`src/rtl/snn_pkg.sv`:
```
// Shared types and constants for the SNN inference sequencer.
package snn_pkg;

  localparam int unsigned NUM_PIXELS     = 784;
  localparam int unsigned ADDR_W         = 10;
  localparam int unsigned TIMEOUT_CYCLES = 5_000_000;
  localparam logic [7:0]  ASCII_ZERO     = 8'h30;

  typedef enum logic [2:0] {
    ST_IDLE,
    ST_SHIFT,
    ST_WAIT_BYTE,
    ST_START,
    ST_RUN,
    ST_TX,
    ST_TX_WAIT
  } state_t;

  // Map a classification result 0..9 onto its ASCII character.
  function automatic logic [7:0] digit_to_ascii(input logic [3:0] digit);
    return ASCII_ZERO + {4'h0, digit};
  endfunction

endpackage

```
`src/rtl/snn_timeout_cnt.sv`:
```
// Idle-cycle counter with a registered terminal flag; guards the gap between
// pixel bytes when SNN_BYTE_TIMEOUT_EN is defined.
module snn_timeout_cnt #(
  parameter int unsigned CNT_MAX = 100
) (
  input  logic clk,
  input  logic rst_n,
  input  logic clr_i,
  input  logic en_i,
  output logic tc_o
);

  localparam int unsigned CNT_W = $clog2(CNT_MAX + 1);

  logic [CNT_W-1:0] cnt_q, cnt_d;
  logic             tc_q,  tc_d;

  // Count enabled cycles; flag and saturate once CNT_MAX cycles have elapsed.
  always_comb begin
    cnt_d = cnt_q;
    tc_d  = tc_q;
    if (clr_i) begin
      cnt_d = '0;
      tc_d  = 1'b0;
    end else if (en_i && !tc_q) begin
      cnt_d = cnt_q + CNT_W'(1);
      tc_d  = (cnt_q == CNT_W'(CNT_MAX - 1));
    end
  end

  // Counter and flag registers.
  always_ff @(posedge clk or negedge rst_n) begin
    if (!rst_n) begin
      cnt_q <= '0;
      tc_q  <= 1'b0;
    end else begin
      cnt_q <= cnt_d;
      tc_q  <= tc_d;
    end
  end

  assign tc_o = tc_q;

endmodule

```
`src/rtl/snn_seq_ctrl.sv`:
```
// Sequencer for one SNN inference: loads a bit-packed image from the UART into
// the input RAM, starts the core, and returns the digit as an ASCII byte.
// Optional: define SNN_BYTE_TIMEOUT_EN to abandon a partial image after
// TIMEOUT_CYCLES idle cycles between bytes.
module snn_seq_ctrl #(
  parameter int unsigned NUM_PIXELS = snn_pkg::NUM_PIXELS,
  parameter int unsigned ADDR_W     = snn_pkg::ADDR_W
`ifdef SNN_BYTE_TIMEOUT_EN
  , parameter int unsigned TIMEOUT_CYCLES = snn_pkg::TIMEOUT_CYCLES
`endif
) (
  input  logic              clk,
  input  logic              rst_n,
  input  logic              rx_rdy,
  input  logic [7:0]        rx_data,
  output logic              clr_rx_rdy,
  output logic [ADDR_W-1:0] ram_addr,
  output logic              ram_wdata,
  output logic              ram_we,
  input  logic [ADDR_W-1:0] core_addr,
  output logic              core_start,
  input  logic              core_done,
  input  logic [3:0]        core_digit,
  input  logic              tx_rdy,
  output logic              tx_start,
  output logic [7:0]        tx_data,
  output logic              busy
);

  import snn_pkg::*;

  state_t            state_q,       state_d;
  logic [ADDR_W-1:0] wr_addr_q,     wr_addr_d;
  logic [7:0]        shift_q,       shift_d;
  logic [3:0]        result_q,      result_d;
  logic              clr_rx_rdy_q,  clr_rx_rdy_d;
  logic              core_start_q,  core_start_d;
  logic              tx_start_q,    tx_start_d;
  logic [7:0]        tx_data_q,     tx_data_d;
  logic              tx_low_seen_q, tx_low_seen_d;

  logic rx_take_c;
  logic byte_end_c;
  logic last_pixel_c;
  logic timeout_c;

  // rx_rdy is still high in the cycle our clear pulse is out; don't take it twice.
  assign rx_take_c    = rx_rdy & ~clr_rx_rdy_q;
  assign byte_end_c   = (wr_addr_q[2:0] == 3'd7);
  assign last_pixel_c = (wr_addr_q == ADDR_W'(NUM_PIXELS - 1));

`ifdef SNN_BYTE_TIMEOUT_EN
  logic tmo_clr_c;
  logic tmo_en_c;

  assign tmo_en_c  = (state_q == ST_WAIT_BYTE);
  assign tmo_clr_c = rx_rdy | ~tmo_en_c;

  snn_timeout_cnt #(
    .CNT_MAX (TIMEOUT_CYCLES)
  ) u_timeout_cnt (
    .clk   (clk),
    .rst_n (rst_n),
    .clr_i (tmo_clr_c),
    .en_i  (tmo_en_c),
    .tc_o  (timeout_c)
  );
`else
  assign timeout_c = 1'b0;
`endif

  // Next-state logic, RAM port mux and registered-output next values.
  always_comb begin
    state_d       = state_q;
    wr_addr_d     = wr_addr_q;
    shift_d       = shift_q;
    result_d      = result_q;
    clr_rx_rdy_d  = 1'b0;
    core_start_d  = 1'b0;
    tx_start_d    = 1'b0;
    tx_data_d     = tx_data_q;
    tx_low_seen_d = tx_low_seen_q;
    ram_we        = 1'b0;
    ram_wdata     = 1'b0;
    ram_addr      = core_addr;
    busy          = (state_q != ST_IDLE);

    unique case (state_q)
      ST_IDLE: begin
        wr_addr_d = '0;
        if (rx_take_c) begin
          shift_d      = rx_data;
          clr_rx_rdy_d = 1'b1;
          state_d      = ST_SHIFT;
        end
      end

      ST_SHIFT: begin
        ram_we    = 1'b1;
        ram_addr  = wr_addr_q;
        ram_wdata = shift_q[0];
        shift_d   = {1'b0, shift_q[7:1]};
        if (byte_end_c && last_pixel_c) begin
          // Raise start here so the pulse is visible during the START cycle.
          core_start_d = 1'b1;
          state_d      = ST_START;
        end else begin
          wr_addr_d = wr_addr_q + ADDR_W'(1);
          if (byte_end_c) begin
            state_d = ST_WAIT_BYTE;
          end
        end
      end

      ST_WAIT_BYTE: begin
        if (rx_take_c) begin
          shift_d      = rx_data;
          clr_rx_rdy_d = 1'b1;
          state_d      = ST_SHIFT;
        end else if (timeout_c) begin
          wr_addr_d = '0;
          state_d   = ST_IDLE;
        end
      end

      ST_START: begin
        clr_rx_rdy_d = rx_take_c;
        wr_addr_d    = '0;
        state_d      = ST_RUN;
      end

      ST_RUN: begin
        clr_rx_rdy_d = rx_take_c;
        if (core_done) begin
          result_d = core_digit;
          state_d  = ST_TX;
        end
      end

      ST_TX: begin
        clr_rx_rdy_d = rx_take_c;
        if (tx_rdy) begin
          tx_data_d     = digit_to_ascii(result_q);
          tx_start_d    = 1'b1;
          tx_low_seen_d = 1'b0;
          state_d       = ST_TX_WAIT;
        end
      end

      ST_TX_WAIT: begin
        clr_rx_rdy_d = rx_take_c;
        if (!tx_rdy) begin
          tx_low_seen_d = 1'b1;
        end else if (tx_low_seen_q) begin
          state_d = ST_IDLE;
        end
      end

      default: begin
        state_d = ST_IDLE;
      end
    endcase
  end

  // State, counters and registered outputs.
  always_ff @(posedge clk or negedge rst_n) begin
    if (!rst_n) begin
      state_q       <= ST_IDLE;
      wr_addr_q     <= '0;
      shift_q       <= '0;
      result_q      <= '0;
      clr_rx_rdy_q  <= 1'b0;
      core_start_q  <= 1'b0;
      tx_start_q    <= 1'b0;
      tx_data_q     <= 8'h00;
      tx_low_seen_q <= 1'b0;
    end else begin
      state_q       <= state_d;
      wr_addr_q     <= wr_addr_d;
      shift_q       <= shift_d;
      result_q      <= result_d;
      clr_rx_rdy_q  <= clr_rx_rdy_d;
      core_start_q  <= core_start_d;
      tx_start_q    <= tx_start_d;
      tx_data_q     <= tx_data_d;
      tx_low_seen_q <= tx_low_seen_d;
    end
  end

  assign clr_rx_rdy = clr_rx_rdy_q;
  assign core_start = core_start_q;
  assign tx_start   = tx_start_q;
  assign tx_data    = tx_data_q;

endmodule

```
`config.mk`:
```
export PLATFORM = sky130hd
export DESIGN_NAME = snn_seq_ctrl
export DESIGN_NICKNAME = d
export VERILOG_FILES = /design/src/rtl/snn_pkg.sv /design/src/rtl/snn_timeout_cnt.sv /design/src/rtl/snn_seq_ctrl.sv
export SDC_FILE = /design/constraint.sdc
export NUM_CORES = 1
export LEC_CHECK = 0
export ABC_CLOCK_PERIOD_IN_PS = 2000
export CAP_MARGIN = 0
export CORE_MARGIN = 5
export CORE_UTILIZATION = 40
export DETAILED_ROUTE_END_ITERATION = 7
export MAX_ROUTING_LAYER = met4
export PLACE_DENSITY = 0.82
export SYNTH_ARGS = -nofsm -noshare
export SYNTH_HDL_FRONTEND = slang
export SYNTH_SLANG_ARGS = --single-unit
```
`constraint.sdc`:
```
create_clock -name clk -period 2 [get_ports clk]
set_input_delay 0.3 -clock clk [delete_from_list [all_inputs] [get_ports clk]]
set_output_delay 0.3 -clock clk [all_outputs]
set_load 0.02 [all_outputs]
```
==> qor.txt <==
outcome - complete, no violations
worst-path maximum fanout - 12
row cnt - 24
CTS Buf Count - 5
Die H - 77.6 µm
CP cell instances - or3b_1, buf_6, mux2_2, buf_2
Buf+Inv Stages, Crit Path - 2
ANT cells - 0
PD cells - 1400 nW/µm²
Period minus WS final - 1950 ps
RSZ-0062 raised after global routing - no
sinks on the clock net - 34
synthesized flop and latch total - 34
Die Footprint - 6030 µm²
H-Tree Depth - 2
DIE WIDTH - 77.6 µm
Synth area leader - dfrtp_1
starting DRC count in detailed routing - 101
Hold Crit Class - in2async
Slew Limit Fails - 0
via/cell ratio - 5.32
# IOs - 51
Clk Latency, worst-skew pair - 280 ps
Longest Clk Path Bufs - 2
CP delay by family, top - simple AND/OR/NAND/NOR gates
Final Routed Wirelength - 4.24 mm
TritonCTS clock tree - built
Finished Cell Area - 2450 µm²
CP arrival - 1650 ps
maximum VDD drop - 0.617 mV
gpl congestion - 0.881
first-pass iteration count of the detailed router - 4
Inst Count DP - 279
vias in the first global route - 1468
top-area cell type share of the netlist area - 46.5%
Final setup viols - 0
count leader, synth - dfrtp_1
maximum number of pins on one net before global-route repair - 35
Layout area overhead - 33.7%
post-DP HPWL - 3.09 mm
layout cells sized above 1 - 23.0%
Residual DRC - 0
dpl cell area - 2400 µm²
Initial Util - 41.7%
post-CTS setup buffers - 0
fin worst setup slack - 53.6 ps
gr usage total - 14.9%
WL/cell - 14.8 µm
Post-Syn Instances - 178
synth top area cells - dfrtp_1, mux2_2, o21ai_0
Fillers - 396
Cell variety after synth - 41
Crit-path slowest cell - or3b_1
CTS Root Cell - clkbuf_8
register area share after synthesis - 46.5%
WP data required - 1700 ps
final global-route overflow total - 0
first-pass GRT wire length - 7.08 mm
antenna-violating nets left - 0
critical path type - reg2out
Pleak - 1.06 nW
clk slew on worst S/H paths - 70 ps
Crit. End Element - primary output
Core ar. - 4380 µm²
maxcap violations - 0
startpoint types - flop
crit share post-route - 97.3%
Post-synth EDFFs - 0
Finished Layout Cells - 287
Synth Flop Type - dfrtp_1
Place WS - -72.2 ps
Nets - 263
Final Skew - 3.24 ps
Synth Area per Inst - 10.3 µm²
cell area after synthesis - 1830 µm²
Worst path max stage delay - 390 ps
ys async rst share - 100%
Via Count - 1526
Final Hold Vio Count - 0
Hold Buf Count CTS - 0
setup tns final - 0 ps
synth warn - 0
initial antenna violation count - 0
Synth top cells by count - dfrtp_1, mux2_2, nand2_1, o21ai_0
Max Freq - 514 MHz
port bufs - 48
cell usage in the layout, fill, tap and decap left out, types with 4 or more instances in the layout:
cell type,instances
mux2i_1,7
o31ai_1,4
clkdlybuf4s50_1,36
a21oi_1,7
mux2_2,19
buf_4,11
inv_1,6
nand3_1,6
clkbuf_8,6
o21ai_0,18
dfrtp_1,34
buf_2,9
nand2_1,18
final timing paths:
kind                                endpoint  cells after the start          from  slack, ps
worst max-delay path             ram_addr[7]                      4    state_q[1]         50
worst min-delay path            wr_addr_q[9]                      2         rst_n        420
worst max register to register  wr_addr_q[3]                      6  wr_addr_q[0]         80
worst min register to register    shift_q[6]                      2    shift_q[6]        480
max in group asynchronous         tx_data[1]                      2         rst_n       1270
min in group clk                  shift_q[6]                      2    shift_q[6]        480
what timing repair did:
action / in CTS / in global routing
resized for setup: 46 / 7
endpoints found under the setup margin: 12 / 7
pin swaps: 0 / 1
power by group:
part	internal, W	switching [W]
Combinational	0.000842	0.000962
Sequential	0.000934	0.000157
Clock	0.000278	0.000249
through the flow:
stage | hold WS [ps] | utilization [%] | total power, W
floorplan | 4.41 | - | 0.00228
global placement | 461 | 54.7 | 0.00289
detailed placement | 469 | 54.7 | 0.00295
CTS | 444 | 55.7 | 0.00342
global route | 463 | 55.8 | 0.00367
finish | 424 | 55.8 | 0.00342
state kept, by name, indices dropped and copies added, names as in the netlist:
register,cells
tx_start,1
result_q,4
wr_addr_q,10
clr_rx_rdy,1
state_q,3
shift_q,8
tx_low_seen_q,1
core_start,1
tx_data,5
kinds of logic (layout without fill, tap and decap cells):
kind of cell             Yosys count  after routing  share of synthesized area (%)
XOR/XNOR                           3              3                           1.44
buffers and inverters             18             74                           5.20
AND/OR/NAND/NOR                   58             58                           18.2
flip-flops                        34             34                           46.5
AO/OA/AOI/OAI                     36             36                           11.6
adder cells (fa/ha/maj)            2              2                           1.37
multiplexers                      26             26                           15.5
other                              1              2                          0.205
final cells by class:
class	count	area [µm²]	area share (%)
Multi-Input combinational cell	127	890	36.4
Sequential cell	34	851	34.8
Timing Repair Buffer	60	527	21.5
Clock buffer	7	86.3	3.53
Tap cell	52	65.1	2.66
Inverter	6	22.5	0.921
Clock inverter	1	5.00	0.205
layer usage:
layer / up-vias / track usage, % / part of all wire (%) / routed length, µm
li1: 752 / - / - / -
met1: 729 / 19.3 / 44 / 1870
met2: 39 / 22.5 / 50 / 2100
met3: 6 / 3.70 / 4.6 / 196
met4: 0 / 5.67 / 1.7 / 70
met5: - / - / 0 / 0
Note: power is estimated with default switching activity, not from simulation.
